<file path="config.mk">
export PLATFORM = sky130hd
export DESIGN_NAME = br_delay_valid_next_rr_sched
export DESIGN_NICKNAME = d
export VERILOG_FILES = /design/src/rtl/br_delay_valid_next_rr_sched.sv
export SDC_FILE = /design/constraint.sdc
export NUM_CORES = 1
export LEC_CHECK = 0
export ABC_AREA = 1
export CAP_MARGIN = 30
export CORE_AREA = 2 2 39 41
export CTS_CLUSTER_DIAMETER = 80
export DETAILED_ROUTE_END_ITERATION = 7
export DIE_AREA = 0 0 41 43
export DONT_BUFFER_PORTS = 1
export PLACE_DENSITY = 0.31
export SYNTH_ARGS = -nofsm -noshare
export SYNTH_HDL_FRONTEND = slang
export SYNTH_SLANG_ARGS = --single-unit
</file>
<file path="constraint.sdc">
create_clock -name clk -period 1.2 [get_ports clk]
set_input_delay 0.24 -clock clk [delete_from_list [all_inputs] [get_ports clk]]
set_output_delay 0.24 -clock clk [all_outputs]
set_load 0.02 [all_outputs]
</file>
<file path="src/rtl/br_delay_valid_next_rr_sched.sv">
// Round-robin scheduler feeding a fixed-latency delay line that announces valid one cycle
// ahead of the data, with an optional forced idle gap after each grant.
module br_delay_valid_next_rr_sched #(
    parameter int NumRequesters = 2,
    parameter int BitWidth      = 1,
    parameter int NumStages     = 1,
    parameter int MinGap        = 0
) (
    input  logic                               clk,
    input  logic                               rst_n,
    input  logic [NumRequesters-1:0]           push_valid,
    output logic [NumRequesters-1:0]           push_ready,
    input  logic [NumRequesters*BitWidth-1:0]  push_data,
    output logic                               out_valid_next,
    output logic [BitWidth-1:0]                out,
    output logic [$clog2(NumRequesters)-1:0]   out_src,
    output logic                               busy
);
    localparam int SrcW = $clog2(NumRequesters);
    localparam int GapW = (MinGap > 0) ? $clog2(MinGap + 1) : 1;

    logic [SrcW-1:0]      r_last;
    logic [GapW-1:0]      r_gap;
    logic [NumRequesters-1:0] w_ready;
    logic                 w_any;
    logic [SrcW-1:0]      w_idx;
    logic [BitWidth-1:0]  w_grant_data;
    logic [NumStages:0]   w_vn;
    logic                 w_launch_valid;
    int                   v_idx;

    // Scan starts one past the last winner; the gate on rst_n keeps reset cycles grant-free.
    always_comb begin
        w_ready = '0;
        w_any   = 1'b0;
        w_idx   = '0;
        v_idx   = 0;
        if (rst_n && (r_gap == '0)) begin
            for (int k = 1; k <= NumRequesters; k++) begin
                v_idx = (int'(r_last) + k) % NumRequesters;
                if (!w_any && push_valid[v_idx]) begin
                    w_any          = 1'b1;
                    w_idx          = SrcW'(v_idx);
                    w_ready[v_idx] = 1'b1;
                end
            end
        end
    end

    assign push_ready   = w_ready;
    assign w_grant_data = push_data[int'(w_idx)*BitWidth +: BitWidth];

    always_ff @(posedge clk or negedge rst_n) begin
        if (!rst_n) begin
            r_last <= SrcW'(NumRequesters - 1);
            r_gap  <= '0;
        end else begin
            if (w_any) begin
                r_last <= w_idx;
                r_gap  <= GapW'(MinGap);
            end else if (r_gap != '0) begin
                r_gap <= r_gap - 1'b1;
            end
        end
    end

    generate
        if (NumStages == 0) begin : g_no_delay
            logic r_launch_valid;
            always_ff @(posedge clk or negedge rst_n) begin
                if (!rst_n) r_launch_valid <= 1'b0;
                else        r_launch_valid <= w_any;
            end
            assign w_vn           = w_any;
            assign w_launch_valid = r_launch_valid;
        end else begin : g_delay
            logic [NumStages:1] r_vn;
            always_ff @(posedge clk or negedge rst_n) begin
                if (!rst_n) begin
                    r_vn <= '0;
                end else begin
                    r_vn[1] <= w_any;
                    for (int k = 2; k <= NumStages; k++) r_vn[k] <= r_vn[k-1];
                end
            end
            assign w_vn           = {r_vn, w_any};
            assign w_launch_valid = r_vn[1];
        end
    endgenerate

    // Payload registers are left unreset; each stage only moves when its valid bit says so.
    genvar gi;
    generate
        for (gi = 0; gi <= NumStages; gi++) begin : g_stage
            logic [BitWidth-1:0] r_data;
            logic [SrcW-1:0]     r_src;
            if (gi == 0) begin : g_launch
                always_ff @(posedge clk) begin
                    if (w_any) begin
                        r_data <= w_grant_data;
                        r_src  <= w_idx;
                    end
                end
            end else begin : g_shift
                always_ff @(posedge clk) begin
                    if (w_vn[gi]) begin
                        r_data <= g_stage[gi-1].r_data;
                        r_src  <= g_stage[gi-1].r_src;
                    end
                end
            end
        end
    endgenerate

    assign out_valid_next = w_vn[NumStages];
    assign out            = g_stage[NumStages].r_data;
    assign out_src        = g_stage[NumStages].r_src;
    assign busy           = (|w_vn) | w_launch_valid | (r_gap != '0);

endmodule

</file>
==> results_dict.tcl, run 1 <==
set metrics [dict create \
    outcome "finished, violations left" \
    violations "negative setup slack" \
    path_cells "inv_2, a21oi_2, buf_4" \
    numCtsBuffers 3 \
    finClkSkew_ns 0.00835 \
    timing.critical_path.arrival_ns 1.07 \
    first_pass_iters 4 \
    worstSetupStartpointType "flop" \
    worstPathMaxFanout 2 \
    switchingPower_mw 0.130 \
    starting_density_of_the_core 0.171 \
    tritoncts_num_sinks 6 \
    place_congestion 0.615 \
    timing.final.setup_violations 2 \
    ir_drop_v 0.000327 \
    ios 12 \
    mappedNetlistArea_sq_um 236 \
    setup.worst_path.end_class "primary output" \
    cts.path.max_buffers 2 \
    synth-seq-cells 6 \
    synth.yosys.seq_area_share 0.725 \
    grt-ovfl-total 0 \
    clock_latency_ns 0.25 \
    synthCells 21 \
    post_synth_num_cell_types 10 \
    grt_pass1_vias 197 \
    post-route-worst-setup-slack_ns -0.107 \
    power_frac_comb 0.115 \
    wl_per_cell_um 10.4 \
    routed_via_density 3.71 \
    layout-drive-gt1-share 0.448 \
    leakage_nw 0.149 \
    pwr-share-clk 0.390 \
    reg_to_reg_critical_path_startpoint "r_last$_DFFE_PN1P_" \
    timing.hold.worst.start "push_data[0]" \
    routed-via-count 167 \
    global_route_wire_length_before_repair_um 834 \
    max_freq_mhz 765 \
    wire_length_reported_by_the_detailed_router_um 470 \
    final.setup.tns_ns -0.165 \
    timing_worst_setup_path_type "flop to primary output" \
    clk_pin_slew_ns 0.05 \
    switching_share 0.247 \
    pwr-share-seq 0.495 \
    global_route.usage.total 0.0827 \
    num_rows 14 \
    drtAntennaViolNets 0 \
    port_bufs 0 \
    die_area_sq_um 1760 \
    post-route-min-period_ns 1.31 \
    h-tree-depth 1 \
    grt_antenna_before_repair 0 \
    cts_root_buffer "sky130_fd_sc_hd__clkbuf_4" \
    timing_worst_slew_pin_value_ns 0.200 \
    final_core_util 0.234 \
    route.detailed.drc 0 \
    synth.avg_cell_area_sq_um 11.3 \
    hold-worst-slack_ns 0.171 \
    num-nets-final 36 \
    num_antenna_cells 0 \
    worst_hold_path_type "input pin to flop" \
    timing.final.crit_share 1.09 \
    syn-num-nets 27 \
    maxSlewViolCount 0 \
    grt_max_degree 6 \
    biggest_area_consumer_among_synthesized_cells "sky130_fd_sc_hd__edfxtp_1" \
    yosys_warnings 0 \
    post-dp-hpwl_um 349 \
    worst-path-buf-inv 2 \
    powerDensity_nw_per_um2 1620 \
    design.core.area_sq_um 1380 \
    critPathTopFamily "flip-flops" \
    timing.slew.headroom 0.867 \
    cellInternalPower_mw 0.395 \
    post-synth-top-area-fraction 0.508 \
    critical-path-slowest-cell "sky130_fd_sc_hd__dfstp_2" \
    number_of_drc_markers_after_the_initial_detailed_route_iteration 2 \
    rsz0062_at_grt "true" \
    area_delta_synth_final_pct 37.0 \
    die_x_um 41 \
    die_height_um 43 \
    setup.worst_path.start "r_last$_DFFE_PN1P_" \
    tritoncts "yes" \
    critical-path-max-stage-delay_ns 0.54 \
    cap_viol_max_count 0 \
    required_ns 0.96 \
    finalHoldViolations 0 \
    synth.area.top_cells "sky130_fd_sc_hd__edfxtp_1, sky130_fd_sc_hd__dfstp_2, sky130_fd_sc_hd__dfrtp_1, sky130_fd_sc_hd__nand2_1, sky130_fd_sc_hd__inv_1" \
]
[worst paths after layout]
check,endpoint,slack [ns],cells past startpoint
worst max-delay path,push_ready[0],-0.11,3
worst max register to register,g_stage[0].r_src$_DFFE_PP_,0.11,4
worst min register to register,out_src$_DFFE_PP_,0.41,0
max in group asynchronous,r_last$_DFFE_PN1P_,0.76,1
worst min-delay path,g_stage[0].r_data$_DFFE_PP_,0.17,2
min in group asynchronous,out_valid_next$_DFF_PN0_,0.22,1
[synthesized netlist by cell type]
| master | n |
|---|---|
| sky130_fd_sc_hd__nand2_2 | 1 |
| sky130_fd_sc_hd__edfxtp_1 | 4 |
| sky130_fd_sc_hd__or2_1 | 1 |
| sky130_fd_sc_hd__a21oi_1 | 1 |
| sky130_fd_sc_hd__dfrtp_1 | 1 |
| sky130_fd_sc_hd__dfstp_2 | 1 |
| sky130_fd_sc_hd__nand2_1 | 6 |
| sky130_fd_sc_hd__o21ai_0 | 1 |
| sky130_fd_sc_hd__inv_1 | 4 |
| sky130_fd_sc_hd__nand3_1 | 1 |
[logic make-up (layout without fill, tap and decap cells)]
kind of cell	count (synthesis)	after routing	share of synthesized area
compound gates	2	2	0.0423
simple gates	9	9	0.169
flops	6	6	0.725
buf+inv	4	12	0.0635
[worst reg2reg max path, stage by stage, from the launching register on]
cell and delay [ns]:
sky130_fd_sc_hd__dfstp_2 0.54, sky130_fd_sc_hd__nand2_1 0.08, sky130_fd_sc_hd__nand2_2 0.10, sky130_fd_sc_hd__buf_4 0.11
sky130_fd_sc_hd__inv_1 0.03
[state kept, by name, summed over array words and instances (netlist names)]
name,flops
out_src,1
g_stage.r_data,1
g_stage.r_src,1
r_last,1
out_valid_next,1
out,1
[power by group through the flow]
stage	clock network, mW	logic [mW]	registers [mW]
after floorplan	0	0.0309	0.266
after global placement	0	0.0479	0.262
after detailed placement	0	0.0495	0.262
after CTS	0.224	0.0562	0.259
after global routing	0.236	0.0674	0.262
final	0.205	0.0603	0.260
[layer usage]
layer	routed length, um	global-route usage
met1	171	0.0749
met2	250	0.100
met3	48	0.0628
met4	0	0.100
met5	0	0
[area by class of cell]
class | instances | area, sq um
clock buffers | 4 | 26.3
fillers | 150 | 1060
inverters | 4 | 15.0
multi-input cells | 11 | 58.8
flip-flops and latches | 6 | 171
well taps | 16 | 20.0
repair buffers | 4 | 32.5
[what timing repair did]
action / in CTS / in global routing
buffers inserted: 0 / 1
pin swaps: 1 / 1
hold endpoints to repair: 2 / 0
endpoints found under the setup margin: 2 / 3
gates resized for setup: 3 / 2
hold buffers: 1 / 0
[layout by cell type (no fill, tap or decap)]
master	instances
sky130_fd_sc_hd__clkbuf_4	3
sky130_fd_sc_hd__dlygate4sd3_1	1
sky130_fd_sc_hd__dfrtp_1	1
sky130_fd_sc_hd__edfxtp_1	4
sky130_fd_sc_hd__dfstp_2	1
sky130_fd_sc_hd__nand3_1	1
sky130_fd_sc_hd__inv_1	2
sky130_fd_sc_hd__inv_2	2
sky130_fd_sc_hd__or2_4	1
sky130_fd_sc_hd__o21ai_0	1
sky130_fd_sc_hd__nand2_2	2
sky130_fd_sc_hd__buf_4	3
sky130_fd_sc_hd__a21oi_2	1
sky130_fd_sc_hd__clkbuf_1	1
sky130_fd_sc_hd__nand2_1	5
[through the flow]
| step | power (mW) | worst slack (ns) | instances | instance area, sq um |
|---|---|---|---|---|
| CTS | 0.539 | -0.141 | 44 | 314 |
| global placement | 0.310 | 0.135 | 39 | 272 |
| finish | 0.525 | -0.107 | 45 | 324 |
| floorplan | 0.297 | 0.0715 | 21 | 236 |
| detailed placement | 0.312 | 0.118 | 39 | 272 |
| global route | 0.566 | -0.176 | 45 | 324 |
Note: power is estimated with default switching activity, not from simulation.
==> run 2, diff against run 1 <==
--- a/config.mk
+++ b/config.mk
@@ -5,14 +5,14 @@
 export SDC_FILE = /design/constraint.sdc
 export NUM_CORES = 1
 export LEC_CHECK = 0
-export ABC_AREA = 1
+export ABC_CLOCK_PERIOD_IN_PS = 1200
 export CAP_MARGIN = 30
 export CORE_AREA = 2 2 39 41
-export CTS_CLUSTER_DIAMETER = 80
+export CTS_CLUSTER_DIAMETER = 200
 export DETAILED_ROUTE_END_ITERATION = 7
 export DIE_AREA = 0 0 41 43
 export DONT_BUFFER_PORTS = 1
-export PLACE_DENSITY = 0.31
+export PLACE_DENSITY = 0.32
 export SYNTH_ARGS = -nofsm -noshare
 export SYNTH_HDL_FRONTEND = slang
 export SYNTH_SLANG_ARGS = --single-unit
==> run 2 against run 1 <==
Effect of this change:
- the run still ends with negative setup slack left
- area after synthesis increased by 2.1%
- die area unchanged
- worst setup slack got worse by 0.0022 ns
- flip-flop and latch count unchanged
- maximum frequency decreased by 0.16%
- combinational power increased by 26%
- clock-buffer cell count unchanged
- synthesized cell count decreased by 19%
- non-clock buffer count increased by 1
- global-route usage decreased by 0.28 points
- final area increased by 3.1%
- register-to-register slack got worse by 0.19 ns
- largest power group unchanged
==> results_dict.tcl, run 2 <==
set metrics [dict create \
    mappedNetlistArea_sq_um 241 \
    hold-worst-slack_ns 0.151 \
    area_delta_synth_final_pct 38.3 \
    first_pass_iters 2 \
    max_freq_mhz 764 \
    synth_common_cells "sky130_fd_sc_hd__edfxtp_1, sky130_fd_sc_hd__a21oi_1, sky130_fd_sc_hd__nand2_1" \
    worstSetupStartpointType "flop" \
    place_worst_setup_slack_ns 0.00954 \
    port_bufs 0 \
    reg2regPathDepth 3 \
    die_area_sq_um 1760 \
    ir_drop_v 0.000556 \
    reg_to_reg_critical_path_startpoint "r_last$_DFFE_PN1P_" \
    cts.path.max_buffers 2 \
    min_path_cells 2 \
    outcome "finished, violations left" \
    multi_input_comb_area_sq_um 72.6 \
    synth-seq-cells 6 \
    rsz0062_at_grt "true" \
    grt_antenna_before_repair 0 \
    yosys_warnings 0 \
    grt-ovfl-total 0 \
    design.core.area_sq_um 1380 \
    path_cells "inv_2, a21oi_2, buf_4" \
    timing.final.crit_share 1.09 \
    timing.final.setup_violations 3 \
    post_synth_num_cell_types 12 \
    critical-path-max-stage-delay_ns 0.55 \
    worstPathMaxFanout 3 \
    post-route-worst-setup-slack_ns -0.109 \
    place_congestion 0.614 \
    report.power.total_mw 0.543 \
    cts_root_buffer "sky130_fd_sc_hd__clkbuf_4" \
    synth.avg_cell_area_sq_um 14.2 \
    tritoncts_num_sinks 6 \
    die_height_um 43 \
    synth_edf_count 4 \
    fin_cells 42 \
    number_of_drc_markers_after_the_initial_detailed_route_iteration 1 \
    syn-num-nets 23 \
    post-synth-top-area-fraction 0.497 \
    cap_viol_max_count 0 \
    required_ns 0.96 \
    num_rows 14 \
    post-route-min-period_ns 1.31 \
    layout-drive-gt1-share 0.538 \
    synth_async_sr_flop_share 0.333 \
    regToRegEndpoint "g_stage[0].r_data$_DFFE_PP_" \
    maxSlewViolCount 0 \
    synth.area.top_cells "sky130_fd_sc_hd__edfxtp_1, sky130_fd_sc_hd__dfstp_2, sky130_fd_sc_hd__dfrtp_1, sky130_fd_sc_hd__mux2_4, sky130_fd_sc_hd__a21oi_1" \
    clk_pin_slew_ns 0.04 \
    worst_hold_path_type "input pin to flop" \
    timing_worst_slew_pin_value_ns 0.201 \
    tritoncts "yes" \
    synth.yosys.seq_area_share 0.710 \
    critical-path-slowest-cell "sky130_fd_sc_hd__dfstp_2" \
    global_route_wire_length_before_repair_um 821 \
    numCtsBuffers 3 \
    ys_dominant_reg_cell "sky130_fd_sc_hd__edfxtp_1" \
    timing_worst_setup_path_type "flop to primary output" \
    num-nets-final 33 \
    wire_length_reported_by_the_detailed_router_um 474 \
    synthCells 17 \
    routed_via_density 3.93 \
    dpl.cell_count 36 \
    rrSetupSlack_ns -0.08 \
    routed-via-count 165 \
    finalHoldViolations 0 \
    h-tree-depth 1 \
    grt_max_degree 5 \
    grt_pass1_vias 198 \
    violations "negative setup slack" \
    hold_path_end "r_last$_DFFE_PN1P_" \
    timing.slew.headroom 0.866 \
    setup.worst_path.end_class "primary output" \
    yosysMostFrequentCell "sky130_fd_sc_hd__edfxtp_1" \
    clock_latency_ns 0.25 \
    die_x_um 41 \
    ios 12 \
    route.detailed.drc 0 \
    n_fill_cell 157 \
    regArea_sq_um 171 \
    drtAntennaViolNets 0 \
    leakage_nw 0.132 \
    powerDensity_nw_per_um2 1630 \
    starting_density_of_the_core 0.175 \
    biggest_area_consumer_among_synthesized_cells "sky130_fd_sc_hd__edfxtp_1" \
    timing.hold.worst.start "push_valid[1]" \
    post-dp-hpwl_um 351 \
    global_route.usage.total 0.0799 \
    finClkSkew_ns 0.00867 \
    timing.critical_path.arrival_ns 1.07 \
    layout_common_cells "sky130_fd_sc_hd__edfxtp_1, sky130_fd_sc_hd__buf_4, sky130_fd_sc_hd__clkbuf_4, sky130_fd_sc_hd__nand2_1, sky130_fd_sc_hd__a21oi_2" \
    num_antenna_cells 0 \
    wl_per_cell_um 11.3 \
]
-- run 2: cell type report --
cell class	instances	share of cell area
Clock buffer	4	0.0787
Inverter	1	0.0112
Multi-Input combinational cell	10	0.217
Sequential cell	6	0.513
Tap cell	16	0.0599
Timing Repair Buffer	5	0.120
-- run 2: logic make-up after synthesis --
family,after synthesis,synth area share
multiplexers,1,0.0622
AO/OA/AOI/OAI,5,0.130
buffers and inverters,1,0.0155
flip-flops,6,0.710
AND/OR/NAND/NOR,4,0.0829
-- run 2: metal layers --
| layer | GRT usage | routed length [um] |
|---|---|---|
| met5 | 0 | 0 |
| met4 | 0.0400 | 0 |
| met3 | 0.110 | 82 |
| met2 | 0.0969 | 232 |
| met1 | 0.0691 | 158 |
-- run 2: how the worst max path moves through the flow --
stage / startpoint / endpoint / slack [ns] / depth (start not counted)
final: r_last$_DFFE_PN1P_ / push_ready[0] / -0.11 / 3
after CTS: r_last$_DFFE_PN1P_ / push_ready[0] / -0.13 / 3
after global placement: r_last$_DFFE_PN1P_ / g_stage[0].r_data$_DFFE_PP_ / 0.03 / 2
after detailed placement: r_last$_DFFE_PN1P_ / g_stage[0].r_data$_DFFE_PP_ / 0.01 / 2
after floorplan: r_last$_DFFE_PN1P_ / push_ready[0] / 0.01 / 2
after global routing: r_last$_DFFE_PN1P_ / push_ready[0] / -0.17 / 3
-- run 2: power breakdown --
| group | leakage, nW | total [mW] | internal, mW | switching [mW] |
|---|---|---|---|---|
| sequential | 0.0616 | 0.262 | 0.247 | 0.0147 |
| clock | 0.0150 | 0.205 | 0.126 | 0.0791 |
| combinational | 0.0555 | 0.0760 | 0.0360 | 0.0400 |
| total | 0.132 | 0.543 | 0.409 | 0.134 |
-- run 2: through the flow --
stage,TNS (ns),area (sq um),utilization
floorplan,0,241,-
global placement,0,284,0.205
detailed placement,0,284,0.205
CTS,-0.267,334,0.241
global route,-0.389,334,0.241
finish,-0.232,334,0.241
-- run 2: timing repair --
action / in CTS / in global routing
resized for setup: 3 / 0
buffers inserted: 1 / 0
gates cloned: 0 / 0
pin swaps: 1 / 0
endpoints found under the hold margin: 2 / 0
endpoints found under the setup margin: 3 / 3
hold buffers: 1 / 0
-- run 2: worst max-delay path: cells and delay by family (launching register included) --
kind                   cells  cell delay (ns)
buffers and inverters      2             0.18
DFF                        1             0.55
AOI/OAI and AO/OA          1             0.10
